File: src/rtl/sr_chain_sequencer.sv
// Sequencer for the two-phase latch shift-register chain: non-overlapping phi1/phi2, byte serdes.
// Compile with SR_SEQ_FLUSH_EN defined to append CHAIN_LEN/2 zero-input flush steps to every run.
module sr_chain_sequencer #(
    parameter int unsigned CHAIN_LEN = 128,
    parameter int unsigned GAP       = 1,
    parameter int unsigned CNT_W     = 12
) (
    input  logic             clk,
    input  logic             rst_n,
    input  logic             start,
    input  logic [CNT_W-1:0] len,
    input  logic [7:0]       tx_data,
    input  logic             tx_valid,
    output logic             tx_ready,
    output logic [7:0]       rx_data,
    output logic             rx_valid,
    output logic             phi1,
    output logic             phi2,
    output logic             sr_in,
    input  logic             sr_out,
    output logic             busy,
    output logic             done
);
    localparam int unsigned      GAP_W       = 3;
    localparam logic [GAP_W-1:0] GAP_LAST    = GAP_W'((GAP == 0) ? 0 : GAP - 1);
    localparam logic [CNT_W-1:0] FLUSH_STEPS = CNT_W'(CHAIN_LEN / 2);
`ifdef SR_SEQ_FLUSH_EN
    localparam logic FLUSH_EN = 1'b1;
`else
    localparam logic FLUSH_EN = 1'b0;
`endif

    typedef enum logic [2:0] {IDLE, LOAD, SETUP, PH1, GAP1, PH2, GAP2, SAMPLE} state_t;

    state_t           state, state_n;
    logic [2:0]       idx, idx_n;
    logic [CNT_W-1:0] cnt, cnt_n;
    logic [7:0]       tx_byte, tx_byte_n;
    logic [7:0]       rx_sh, rx_sh_n;
    logic [GAP_W-1:0] gap_cnt, gap_cnt_n;
    logic             flushing, flushing_n;
    logic             sr_in_n, rx_valid_n, done_n, last;
    logic [7:0]       rx_data_n;

    // Next-state, datapath and registered-output values
    always_comb begin
        state_n    = state;
        idx_n      = idx;
        cnt_n      = cnt;
        tx_byte_n  = tx_byte;
        rx_sh_n    = rx_sh;
        gap_cnt_n  = gap_cnt;
        flushing_n = flushing;
        sr_in_n    = sr_in;
        rx_data_n  = rx_data;
        rx_valid_n = 1'b0;
        done_n     = 1'b0;
        last       = 1'b0;
        case (state)
            IDLE: begin
                // done high means a run just ended; a start in that cycle is dropped
                if (start && !done) begin
                    if (len != '0) begin
                        state_n    = LOAD;
                        cnt_n      = len;
                        idx_n      = '0;
                        rx_sh_n    = '0;
                        flushing_n = 1'b0;
                    end else begin
                        done_n = 1'b1;
                    end
                end
            end
            LOAD: begin
                if (tx_valid) begin
                    tx_byte_n = tx_data;
                    sr_in_n   = tx_data[idx];
                    state_n   = SETUP;
                end
            end
            SETUP: state_n = PH1;
            PH1: begin
                gap_cnt_n = '0;
                state_n   = (GAP == 0) ? PH2 : GAP1;
            end
            GAP1: begin
                gap_cnt_n = gap_cnt + GAP_W'(1);
                if (gap_cnt == GAP_LAST) state_n = PH2;
            end
            PH2: begin
                gap_cnt_n = '0;
                state_n   = (GAP == 0) ? SAMPLE : GAP2;
            end
            GAP2: begin
                gap_cnt_n = gap_cnt + GAP_W'(1);
                if (gap_cnt == GAP_LAST) state_n = SAMPLE;
            end
            SAMPLE: begin
                rx_sh_n[idx] = sr_out;
                idx_n        = idx + 3'd1;
                cnt_n        = cnt - CNT_W'(1);
                last         = (cnt == CNT_W'(1));
                // End of programmed steps rolls into the flush phase instead of finishing
                if (FLUSH_EN && last && !flushing) begin
                    last       = 1'b0;
                    flushing_n = 1'b1;
                    cnt_n      = FLUSH_STEPS;
                end
                if (idx == 3'd7 || last) begin
                    rx_valid_n = 1'b1;
                    rx_data_n  = rx_sh_n;
                    rx_sh_n    = '0;
                end
                if (last) begin
                    state_n = IDLE;
                    done_n  = 1'b1;
                end else if (idx_n == 3'd0 && !flushing_n) begin
                    state_n = LOAD;
                end else begin
                    state_n = SETUP;
                    sr_in_n = flushing_n ? 1'b0 : tx_byte[idx_n];
                end
            end
            default: state_n = IDLE;
        endcase
    end

    // State and output registers; phases decode from a single next state so they never overlap
    always_ff @(posedge clk) begin
        if (!rst_n) begin
            state    <= IDLE;
            idx      <= '0;
            cnt      <= '0;
            tx_byte  <= '0;
            rx_sh    <= '0;
            gap_cnt  <= '0;
            flushing <= 1'b0;
            phi1     <= 1'b0;
            phi2     <= 1'b0;
            sr_in    <= 1'b0;
            tx_ready <= 1'b0;
            rx_data  <= '0;
            rx_valid <= 1'b0;
            busy     <= 1'b0;
            done     <= 1'b0;
        end else begin
            state    <= state_n;
            idx      <= idx_n;
            cnt      <= cnt_n;
            tx_byte  <= tx_byte_n;
            rx_sh    <= rx_sh_n;
            gap_cnt  <= gap_cnt_n;
            flushing <= flushing_n;
            phi1     <= (state_n == PH1);
            phi2     <= (state_n == PH2);
            sr_in    <= sr_in_n;
            tx_ready <= (state_n == LOAD);
            rx_data  <= rx_data_n;
            rx_valid <= rx_valid_n;
            busy     <= (state_n != IDLE);
            done     <= done_n;
        end
    end
endmodule

File: config.mk
export PLATFORM = sky130hd
export DESIGN_NAME = sr_chain_sequencer
export DESIGN_NICKNAME = d
export VERILOG_FILES = /design/src/rtl/sr_chain_sequencer.sv
export SDC_FILE = /design/constraint.sdc
export NUM_CORES = 1
export LEC_CHECK = 0
export ABC_AREA = 0
export BUFFER_PORTS_ARGS = -buffer_cell sky130_fd_sc_hd__buf_2
export CORE_MARGIN = 2
export CORE_UTILIZATION = 51
export DETAILED_ROUTE_END_ITERATION = 12
export PLACE_DENSITY = 0.83
export SLEW_MARGIN = 10
export SYNTH_ARGS = -nofsm -noshare
export SYNTH_HDL_FRONTEND = slang
export SYNTH_SLANG_ARGS = --single-unit
export TNS_END_PERCENT = 1
File: constraint.sdc
create_clock -name clk -period 1.81 [get_ports clk]
set_clock_uncertainty 0.1 [all_clocks]
set_input_delay 0.0905 -clock clk [delete_from_list [all_inputs] [get_ports clk]]
set_output_delay 0.0905 -clock clk [all_outputs]
set_load 0.1 [all_outputs]
==> out/qor.txt, run 1 <==
Max VDD drop = 0.525 mV
Main synth FF type = dfxtp_1
Crit Path Max Fanout = 4
Combinational power share = 0.236
First-pass GRT wire length = 10700 microns
Fin crit period = 1.87 ns
Unique masters post-synth = 53
Initial core utilization = 0.523
Fin Setup TNS = -0.130 ns
Post-synth top area share = 0.392
Final Cell Area = 0.00339 sq mm
Fill count = 412
Residual DRC = 0
NetSw = 0.786 mW
Port-buffer cells = 39
Syn avg cell area = 8.42 sq um
Cell area after synthesis = 0.00265 sq mm
Register area share after synthesis = 0.392
Worst setup path class = register to register
Number of synthesized flops with an enable pin = 0
Crit path arrival time = 2.01 ns
Post-Place Cell Area = 0.00307 sq mm
Core Footprint = 0.00507 sq mm
Vias in the first global route = 2393
Synth Net Count = 347
Vias = 2514
First-pass iteration count of the detailed router = 4
R2R cell count = 5
Worst Hold Class = primary input to register
Setup ws final = -0.0555 ns
WP data required = 1.96 ns
RD Place Congestion = 0.906
TritonCTS Buffers = 5
Worst-margin pin slew = 0.554 ns
Violations in the final reports = setup timing
Hold Fails Final Rpt = 0
Global route total overflow = 0
Synth Warn # = 0
Clock sink count = 52
Share of post-route cells with drive strength above 1 = 0.285
Outcome = finished, violations left
Antenna violations before repair = 0
Area growth from synthesis to layout = 28.0%
Worst R2R Setup Slack = -0.06 ns
Pint = 1.73 mW
Pin count of the biggest net entering global routing = 22
Worst Setup Start Kind = register
Pleak = 1.40 nW
Root Driver = clkbuf_8
Setup violators final = 5
Post-synthesis cell count = 315
Largest area contributor in the netlist = dfxtp_1
CTS tree = yes
Die height = 76.1 microns
FFs w/ async S/R, synth = 0
Final ANT Viol Nets = 0
Clk pin slew, worst setup/hold paths = 0.10 ns
Avg Vias per Cell = 5.48
Sw Share = 0.313
Diodes inserted = 0
Initial drt markers = 152
Reg power frac = 0.495
Fmax = 0.536 GHz
Pwr Density = 741 mW/mm^2
# H-tree levels = 2
Clk_lat worst skew = 0.30 ns
DP HPWL = 4430 microns
Synth cell count leaders = dfxtp_1 (52), nand2_1 (38), nor2_1 (36)
Cell Rows = 26
Ranking of synthesized cells by area = dfxtp_1 (39%), nand2_1 (5.4%), nor2_1 (5.1%)
Number of synthesized register bits = 52
CP Capture Type = register
Slew Viols, Final = 0
Max-cap violations = 0
Clk buf depth = 2
Die ar. = 0.00579 sq mm
Io pins = 40
NumNets Final = 420
Min-Delay Path Depth = 3
Total Wirelength = 6390 microns
Die Wd = 76.1 microns
RSZ-0062 raised after global routing = yes
Dpl ws = -0.139 ns
Clock Power Share = 0.269
Power Total = 2.51 mW
Wire length per cell = 13.9 microns
Global Route Usage Sum = 0.220
Relative slew slack = 0.627
Most numerous cell in the Yosys netlist = dfxtp_1
Final Cycle Share = 1.03
cell families after synthesis:
logic type,synth area share
AOI/OAI and AO/OA,0.190
xor gates and xnor gates,0.0165
adders and majority gates,0.0330
buffers and inverters,0.0580
muxes,0.0703
and+or+nand+nor,0.240
DFF,0.392
path summary, 6_finish.rpt:
path	from	end
hold reg to reg	tx_byte[0]	tx_byte[0]
setup / recovery	idx[1]	tx_ready
hold / removal	len[5]	cnt[5]
setup reg to reg	idx[1]	tx_ready
placed cells by master, fill, tap and decap left out, types with 7 or more instances in the layout:
| cell | instances |
|---|---|
| mux2i_1 | 13 |
| and3_1 | 7 |
| buf_2 | 39 |
| nor2_1 | 35 |
| nand3_1 | 12 |
| inv_1 | 8 |
| buf_4 | 34 |
| o21ai_0 | 11 |
| a2bb2oi_1 | 8 |
| dlygate4sd3_1 | 15 |
| a211oi_1 | 7 |
| nand2_1 | 38 |
| dfxtp_1 | 47 |
| a21oi_1 | 23 |
routing by layer:
metal / global-route usage / vias to the layer above / part of all wire
met5: 0 / - / 0
met4: 0.0600 / 0 / 0.0072
met3: 0.0415 / 6 / 0.048
met2: 0.388 / 77 / 0.50
met1: 0.275 / 1172 / 0.45
li1: - / 1259 / -
sequential cells by signal (all words and copies together), names as in the netlist:
signal / cells
done: 1
cnt: 12
rx_sh: 8
busy: 1
tx_byte: 8
gap_cnt: 3
tx_ready: 1
idx: 3
state: 3
rx_data: 8
rx_valid: 1
phi1: 1
phi2: 1
sr_in: 1
what timing repair did:
| item | 4_1_cts | 5_1_grt |
|---|---|---|
| buffers inserted | 0 | 1 |
| gates resized for setup | 8 | 8 |
| hold endpoints to repair | 15 | 0 |
| pin swaps | 1 | 1 |
| endpoints found under the setup margin | 19 | 34 |
| hold buffers | 15 | 0 |
power by group through the flow:
stage                     logic [mW]  registers (mW)  clock network (mW)
after floorplan                0.285            1.34                   0
after global placement         0.537            1.27                   0
after detailed placement       0.545            1.27                   0
after CTS                      0.578            1.24               0.690
after global routing           0.646            1.25               0.717
final                          0.594            1.25               0.676
critical path, cell delays in order (launching register included):
cell	delay, ns
dfxtp_2	0.39
ha_2	0.21
ha_4	0.21
or4_4	0.56
a31oi_4	0.18
and3b_1	0.18
through the flow:
step | util | hold WS, ns | instances
3_5_place_dp | 0.606 | 0.248 | 435
3_3_place_gp | 0.606 | 0.244 | 435
4_1_cts | 0.659 | 0.0102 | 458
6_report | 0.669 | 0.0235 | 459
5_1_grt | 0.669 | 0.0253 | 459
2_1_floorplan | - | 0.126 | 315
layout make-up:
type | count | area, sq um | share of cell area
Multi-Input combinational cell | 231 | 1520 | 0.449
Inverter | 9 | 33.8 | 0.00995
Clock buffer | 5 | 68.8 | 0.0203
Tap cell | 70 | 87.6 | 0.0258
Clock inverter | 3 | 20.0 | 0.00590
Timing Repair Buffer | 89 | 612 | 0.180
Sequential cell | 52 | 1050 | 0.309
(Power assumes the default switching activity.)
==> inputs of run 2 (changes only) <==
--- a/config.mk
+++ b/config.mk
@@ -15,4 +15,4 @@
 export SYNTH_ARGS = -nofsm -noshare
 export SYNTH_HDL_FRONTEND = slang
 export SYNTH_SLANG_ARGS = --single-unit
-export TNS_END_PERCENT = 1
+export TNS_END_PERCENT = 20
==> run 2 against run 1 <==
Cell count fell by 0.22%. Register-to-register slack barely moved. Wire length rose by 0.91%. Largest power group unchanged. First-iteration DRC count fell by 9.9%. Clock power barely moved. The flow still finishes with violations (setup timing). Clock-buffer cell count did not move. Combinational power rose by 0.8%. Critical path type unchanged.
==> out/qor.txt, run 2 (same netlist as run 1, synthesis figures left out) <==
Global Route Usage Sum = 0.220
Hold Fails Final Rpt = 0
Post-CTS Setup Inserts = 0
Fin crit period = 1.87 ns
Pin count of the biggest net entering global routing = 22
Wire length per cell = 14.1 microns
Crit path max-delay family = simple AND/OR/NAND/NOR gates
WP data required = 1.96 ns
Slowest stage delay, CP = 0.56 ns
Vias = 2481
Final Cycle Share = 1.03
Max VDD drop = 0.527 mV
Clk buf depth = 2
Final ANT Viol Nets = 0
First-pass iteration count of the detailed router = 4
Violations in the final reports = setup timing
Io pins = 40
Register area = 0.00105 sq mm
Multi-input gate area = 0.00154 sq mm
CTS tree = yes
Max-cap violations = 0
Die height = 76.1 microns
Outcome = finished, violations left
Residual DRC = 0
Post-Place Cell Area = 0.00307 sq mm
Die ar. = 0.00579 sq mm
Worst-margin pin slew = 0.559 ns
Placed instance count = 435
RSZ-0062 raised after global routing = yes
Max reg flops = 12
Setup violators final = 6
Clock sink count = 52
Initial core utilization = 0.523
Core Footprint = 0.00507 sq mm
Global route total overflow = 0
First-pass GRT wire length = 10700 microns
Worst Hold Class = primary input to register
Clk pin slew, worst setup/hold paths = 0.10 ns
Total Wirelength = 6450 microns
TritonCTS Buffers = 5
Port-buffer cells = 39
Area growth from synthesis to layout = 28.4%
Setup ws final = -0.0598 ns
Root Driver = clkbuf_8
RD Place Congestion = 0.906
Cell Rows = 26
Diodes inserted = 0
Commonest non-fill, non-tap cell in the layout = dfxtp_1
Antenna violations before repair = 0
Pleak = 1.40 nW
Post-Layout Cell Count = 458
Die Wd = 76.1 microns
Clk_lat worst skew = 0.30 ns
Dpl ws = -0.139 ns
Worst Path Buf+Inv = 0
Initial drt markers = 137
Slew Viols, Final = 0
Crit Path Max Fanout = 4
Worst setup path class = register to register
Pwr Density = 742 mW/mm^2
Post-layout util = 0.671
Vias in the first global route = 2394
Fmax = 0.535 GHz
Worst Setup Start Kind = register
DP HPWL = 4430 microns
Share of post-route cells with drive strength above 1 = 0.289
NumNets Final = 419
Crit path arrival time = 2.02 ns
Critical-path top delay cell = or4_4
Fill count = 409
Most frequent cells in the layout = dfxtp_1 (47), buf_2 (39), nand2_1 (38), nor2_1 (35), buf_4 (33)
Largest Register = cnt
Crit path cell chain = ha_2 -> ha_4 -> or4_4 -> a31oi_4 -> and3b_1
Avg Vias per Cell = 5.42
CP Capture Type = register
Final Cell Area = 0.00341 sq mm
# H-tree levels = 2
Relative slew slack = 0.624
==> run 2: metrics by stage <==
step / total power [mW] / TNS [ns] / hold WS (ns)
2_1_floorplan: 1.63 / -0.244 / 0.126
6_report: 2.53 / -0.153 / 0.0220
3_5_place_dp: 1.81 / -0.450 / 0.248
4_1_cts: 2.51 / -0.114 / 0.0102
3_3_place_gp: 1.80 / -0.216 / 0.244
5_1_grt: 2.63 / -1.65 / 0.0259
==> run 2: final cells by class <==
type / instances / area share
clock buffer: 5 / 0.0202
clock inverter: 3 / 0.00588
inverter: 9 / 0.00992
multi-input combinational: 231 / 0.453
sequential: 52 / 0.308
tap: 70 / 0.0257
timing repair buffer: 88 / 0.177
==> run 2: path summary, 6_finish.rpt <==
kind	endpoint	cells after the start	slack (ns)	start
worst min register to register	tx_byte[0]	2	0.36	tx_byte[0]
worst min-delay path	cnt[5]	3	0.02	len[5]
worst max register to register	tx_ready	5	-0.06	idx[1]
worst max-delay path	tx_ready	5	-0.06	idx[1]
==> run 2: metal layers <==
layer	part of all wire	vias up	GRT usage	routed length, microns
met5	0	-	0	0
met4	0.0092	0	0.0600	59
met3	0.040	8	0.0415	256
met2	0.50	60	0.388	3200
met1	0.45	1161	0.275	2930
li1	-	1252	-	-
==> run 2: repair_timing <==
item,in CTS,in global routing
resized for setup,9,10
hold buffers,15,0
endpoints found under the hold margin,15,0
endpoints found under the setup margin,19,33
pin swaps,1,2
==> run 2: report_power, final <==
part	switching (mW)	internal [mW]	leakage, nW
Sequential	0.0511	1.20	0.425
Clock	0.401	0.277	0.0489
Combinational	0.341	0.258	0.929
==> run 2: worst min-delay path, stage by stage <==
cell      delay [ns]
buf_2           0.10
o211ai_1        0.09
a21oi_1         0.11
